<file path="src/rtl/mult_dispatch_fifo.sv">
// mult_dispatch_fifo
// Upstream feeder for the shift-and-add multiplier. Operand pairs arrive on a
// valid/ready interface and are buffered in a small FIFO. One pair at a time is
// issued to the multiplier with a single-cycle start opcode. The product is
// captured when the multiplier reports ready, and it is then presented on a
// valid/ready output. Producers therefore never see the multiplier latency.
//
// Parameters:
//   BW    operand width (product is 2*BW)
//   DEPTH operand FIFO entries, power of two, >= 2
//   CW    occupancy count width
//
// Ports:
//   clk, reset                       clock (rising edge), async active-high reset
//   in_valid/in_ready/in_a/in_b      operand pair input handshake
//   mult_multiplier/mult_multiplicand operands driven to the multiplier
//   mult_opcode                      2'b01 start pulse, 2'b00 idle
//   mult_result/mult_ready           product and idle/done flag from multiplier
//   out_valid/out_ready/out_result   product output handshake
//   fifo_count                       current FIFO occupancy
//
// Optional feature (compile-time macro MULT_DISPATCH_ZERO_BYPASS_EN):
//   A popped pair with a zero operand is answered directly with a zero product
//   and is never sent to the multiplier.

module mult_dispatch_fifo #(
  parameter int BW    = 4,
  parameter int DEPTH = 4,
  parameter int CW    = $clog2(DEPTH + 1)
) (
  input  logic            clk,
  input  logic            reset,
  input  logic            in_valid,
  output logic            in_ready,
  input  logic [BW-1:0]   in_a,
  input  logic [BW-1:0]   in_b,
  output logic [BW-1:0]   mult_multiplier,
  output logic [BW-1:0]   mult_multiplicand,
  output logic [1:0]      mult_opcode,
  input  logic [2*BW-1:0] mult_result,
  input  logic            mult_ready,
  output logic            out_valid,
  input  logic            out_ready,
  output logic [2*BW-1:0] out_result,
  output logic [CW-1:0]   fifo_count
);

  localparam int AW = (DEPTH > 1) ? $clog2(DEPTH) : 1;

  typedef enum logic [1:0] {
    ST_IDLE  = 2'd0,
    ST_ISSUE = 2'd1,
    ST_BLANK = 2'd2,
    ST_WAIT  = 2'd3
  } state_t;

  state_t state, state_next;

  logic [BW-1:0] mem_a [DEPTH];
  logic [BW-1:0] mem_b [DEPTH];
  logic [AW-1:0] wr_ptr, rd_ptr;

  logic push, pop, load_ops, capture, zero_done;

  // Ready comes from the registered count only, so a full FIFO stays not-ready
  // even in a cycle where a pop will free a slot.
  assign in_ready = (fifo_count < CW'(DEPTH));
  assign push     = in_valid && in_ready;

`ifdef MULT_DISPATCH_ZERO_BYPASS_EN
  logic head_zero;
  assign head_zero = (mem_a[rd_ptr] == '0) || (mem_b[rd_ptr] == '0);
`endif

  // State register.
  always_ff @(posedge clk or posedge reset) begin
    if (reset) begin
      state <= ST_IDLE;
    end else begin
      state <= state_next;
    end
  end

  // Next-state and control decode. IDLE may issue in the same cycle the current
  // product is being accepted, keeping only one product outstanding.
  always_comb begin
    state_next  = state;
    pop         = 1'b0;
    load_ops    = 1'b0;
    capture     = 1'b0;
    zero_done   = 1'b0;
    mult_opcode = 2'b00;
    case (state)
      ST_IDLE: begin
        if ((fifo_count != '0) && mult_ready && (!out_valid || out_ready)) begin
          pop = 1'b1;
`ifdef MULT_DISPATCH_ZERO_BYPASS_EN
          if (head_zero) begin
            zero_done = 1'b1;
          end else begin
            load_ops   = 1'b1;
            state_next = ST_ISSUE;
          end
`else
          load_ops   = 1'b1;
          state_next = ST_ISSUE;
`endif
        end
      end
      ST_ISSUE: begin
        mult_opcode = 2'b01;
        state_next  = ST_BLANK;
      end
      // The multiplier's ready is stale here: it only drops one cycle after it
      // samples start, so it must not be trusted until WAIT.
      ST_BLANK: begin
        state_next = ST_WAIT;
      end
      ST_WAIT: begin
        if (mult_ready) begin
          capture    = 1'b1;
          state_next = ST_IDLE;
        end
      end
      default: begin
        state_next = ST_IDLE;
      end
    endcase
  end

  // FIFO storage; contents need no reset because the pointers and count
  // define which entries are live.
  always_ff @(posedge clk) begin
    if (push) begin
      mem_a[wr_ptr] <= in_a;
      mem_b[wr_ptr] <= in_b;
    end
  end

  // FIFO pointers and occupancy; pointers wrap naturally since DEPTH is a
  // power of two.
  always_ff @(posedge clk or posedge reset) begin
    if (reset) begin
      wr_ptr     <= '0;
      rd_ptr     <= '0;
      fifo_count <= '0;
    end else begin
      if (push) begin
        wr_ptr <= wr_ptr + AW'(1);
      end
      if (pop) begin
        rd_ptr <= rd_ptr + AW'(1);
      end
      case ({push, pop})
        2'b10:   fifo_count <= fifo_count + CW'(1);
        2'b01:   fifo_count <= fifo_count - CW'(1);
        default: fifo_count <= fifo_count;
      endcase
    end
  end

  // Operand registers are loaded only on issue and held through WAIT; the
  // output register is set on capture and cleared once the consumer takes it.
  always_ff @(posedge clk or posedge reset) begin
    if (reset) begin
      mult_multiplier   <= '0;
      mult_multiplicand <= '0;
      out_valid         <= 1'b0;
      out_result        <= '0;
    end else begin
      if (load_ops) begin
        mult_multiplier   <= mem_a[rd_ptr];
        mult_multiplicand <= mem_b[rd_ptr];
      end
      if (capture) begin
        out_result <= mult_result;
        out_valid  <= 1'b1;
      end else if (zero_done) begin
        out_result <= '0;
        out_valid  <= 1'b1;
      end else if (out_valid && out_ready) begin
        out_valid <= 1'b0;
      end
    end
  end

endmodule

</file>
<file path="config.mk">
export PLATFORM = sky130hd
export DESIGN_NAME = mult_dispatch_fifo
export DESIGN_NICKNAME = d
export VERILOG_FILES = /design/src/rtl/mult_dispatch_fifo.sv
export SDC_FILE = /design/constraint.sdc
export NUM_CORES = 1
export LEC_CHECK = 0
export BUFFER_PORTS_ARGS = -buffer_cell sky130_fd_sc_hd__buf_2
export CAP_MARGIN = 30
export CORE_MARGIN = 4
export CORE_UTILIZATION = 44
export DETAILED_ROUTE_END_ITERATION = 10
export GPL_TIMING_DRIVEN = 0
export HOLD_SLACK_MARGIN = 0.15
export PLACE_DENSITY = 0.75
export SETUP_SLACK_MARGIN = 0.3
export SYNTH_ARGS = -nofsm -noshare
export SYNTH_HDL_FRONTEND = slang
export SYNTH_SLANG_ARGS = --single-unit
</file>
<file path="constraint.sdc">
create_clock -name clk -period 1.99 [get_ports clk]
set_input_delay 0.2985 -clock clk [delete_from_list [all_inputs] [get_ports clk]]
set_output_delay 0.2985 -clock clk [all_outputs]
set_load 0.01 [all_outputs]
</file>
==> out/qor.yml <==
run_status:
  run_status: "complete, no violations"
worst_setup_path:
  crit_path_max_incr_delay_ns: 0.39
  reg2reg_slack_ns: 0.12
  path_cells: "inv_2, ha_4, nand2_4, nor3_4, ha_2, inv_2, fa_2, xor2_1, nor2_1, xnor2_1"
  required_ns: 2.24
  critPathSlowestCell: "dfrtp_1"
  startpoint_type: "flop"
  critPathMostFrequentCell: "inv_2"
  critPathMaxFanout: 2
  r2r_cells: 10
  reg2reg_to: "fifo_count[2]$_DFFE_PP0P_"
  endpoint_kind: "flop"
  critPathKind: "reg2reg"
  r2r_start: "state[0]$_DFFE_PP0P_"
  endpoint: "fifo_count[2]$_DFFE_PP0P_"
  crit_arrival_ns: 2.12
  timing.critical_path.from: "state[0]$_DFFE_PP0P_"
synthesis:
  synth_cells: 136
  netlist-cell-type-count: 24
  synth_top_area_cell: "edfxtp_1"
  syn-num-nets: 168
  synth_compound_area_share_pct: 0.577
  synth_top_family_by_area: "multiplexers"
  yosysWarnings: 0
  synthAdderAreaFrac_pct: 6.08
  ys_seq_area_share_pct: 67.5
  synth-simple-area-share_pct: 4.35
  syn_area_per_cell_um2: 17.5
  synthMuxAreaShare_pct: 16.4
  synth-xor-area-share_pct: 2.20
  synth_area_um2: 2390
  synth_ff_type: "edfxtp_1"
  ys_seq_elements: 58
  synth_edf_count: 32
  synthTopCellsByArea: "edfxtp_1 40%, dfrtp_1 27%, mux2_2 8.0%"
  synth-async-reset-ratio_pct: 44.8
  synth_top_area_share_pct: 40.3
flow_run:
  cap_violations: 0
place:
  place.port_buffers: 42
  placed_area_um2: 2740
  dp_cells: 249
  post-dp-hpwl_um: 2960
  dp_slack_ns: -0.442
  place_congestion: 0.708
timing:
  period_needed_ns: 1.87
  fin_ws_ns: 0.120
  hold_viol_final: 0
  fmaxAchievable_ghz: 0.535
  clock_skew_ns: 0.00716
  setup_tns_ns: 0
  rsz0062_at_grt: "yes"
  drv_slew: 0
  setup_viol: 0
  final.period_utilization_pct: 94.0
  relSlewSlack_pct: 62.4
  worstMarginPinSlew_ns: 0.564
  hold_slack_ns: 0.190
floorplanning:
  start_util_pct: 46.1
  fp.coreArea_um2: 5170
  rows: 26
  die_y_um: 81.6
  dieArea_um2: 6670
  fp.dieW_um: 81.6
  pin_count: 44
detailed_routing:
  wirelength_um: 4140
  vias_per_cell: 4.72
  ant_nets: 0
  drt-initial-drc-count: 97
  num_vias: 1303
  firstDrtPassIters: 4
  wl_per_cell_um: 15.0
  drc: 0
clocking:
  cts_sinks: 58
  clk_path_buf_depth: 2
  htree_num_levels: 3
  cts_tree: "done"
  cts_root_buffer: "clkbuf_8"
  clk_latency_ns: 0.32
  cts_buffers: 9
  clkTransAtPathRegs_ns: 0.06
global_routing:
  antenna_found_initial: 0
  grt-busiest-layer: "met2"
  grt_pass1_vias: 1392
  grt_use_met1_pct: 15.0
  grt_use_met2_pct: 24.0
  track_usage_pct: 13.9
  grt_max_degree: 20
  grt_pass1_wl_um: 6580
  overflow: 0
  met3_usage_pct: 4.50
finish:
  finalNetCount: 233
  area_growth_pct: 25.4
  num_antenna_cells: 0
  fill_cells: 389
  stdcell_area_um2: 2990
  final_common_cell: "buf_2"
  drive_gt1_share_pct: 49.5
  fin_util_pct: 57.8
  instances_no_fill: 276
  layout_common_cells: "42 x buf_2, 32 x edfxtp_1, 26 x dfrtp_1"
power_and_ir_drop:
  p_leak_nw: 1.27
  power.density_nw_per_um2: 1460
  finalPower_mw: 4.37
  max-vdd-ir-drop_v: 0.000795
worst_hold_path:
  hold_path.class: "in2reg"
  min_from: "in_a[2]"
[cells by family after synthesis]
| group | after synthesis |
|---|---|
| flip-flops | 58 |
| multiplexers | 27 |
| AND/OR/NAND/NOR | 16 |
| buffers and inverters | 15 |
| adder cells (fa/ha/maj) | 11 |
| XOR/XNOR | 6 |
| AO/OA/AOI/OAI | 2 |
| other | 1 |
[repair_timing]
item | CTS | global route
gates cloned | 0 | 0
setup buffers | 7 | 3
gates resized for setup | 1 | 1
hold buffers | 1 | 0
endpoints found under the setup margin | 11 | 2
endpoints found under the hold margin | 7 | 0
pin swaps | 4 | 1
[worst max-delay path, delay by kind of cell, from the launching register on]
family	cells	cell delay (ns)
XOR/XNOR	2	0.27
adder cells (fa/ha/maj)	3	0.70
flip-flops	1	0.39
buffers and inverters	2	0.12
AND/OR/NAND/NOR	3	0.31
[area by class of cell]
class	count	area (um^2)	area share [%]
flip-flops and latches	58	1610	53.9
multi-input cells	63	742	24.8
repair buffers	54	323	10.8
clock buffers	12	145	4.85
well taps	70	87.6	2.93
inverters	11	41.3	1.38
plain buffers	4	23.8	0.795
clock inverters	4	17.5	0.586
[synthesized netlist by cell type (all sizes together) (3+ instances only)]
library cell  instances
edfxtp               32
mux2                 17
xnor2                 3
and2                  4
xor2                  3
nor2b                 3
dfrtp                26
buf                   3
mux4                  8
nand2                 3
inv                  11
ha                   10
[per-layer routing]
layer / vias up / share of wire, %
met5: - / 0
met4: 0 / 2.5
met3: 6 / 4.5
met2: 31 / 55
met1: 651 / 38
li1: 615 / -
[state kept, by name, indices dropped and copies added (netlist names)]
signal and flops:
mult_multiplier 4, fifo_count 3, wr_ptr 2, mem_a 16, rd_ptr 2, state 2
out_result 8, mult_multiplicand 4, mem_b 16, out_valid 1
[power breakdown]
group | switching, mW | total (mW) | internal [mW] | leakage (nW)
sequential | 0.181 | 1.83 | 1.65 | 0.600
clock | 0.409 | 0.882 | 0.473 | 0.0852
combinational | 0.788 | 1.65 | 0.865 | 0.588
total | 1.38 | 4.37 | 2.99 | 1.27
[how the worst min path moves through the flow]
stage	end	cells after the start
2_1_floorplan	fifo_count[0]$_DFFE_PP0P_	1
3_3_place_gp	out_result[1]$_DFFE_PP0P_	1
3_5_place_dp	out_result[3]$_DFFE_PP0P_	2
4_1_cts	mem_a[0][2]$_DFFE_PP_	1
5_1_grt	mem_b[2][1]$_DFFE_PP_	1
6_report	mem_a[0][2]$_DFFE_PP_	1
Note: power is estimated with default switching activity, not from simulation.
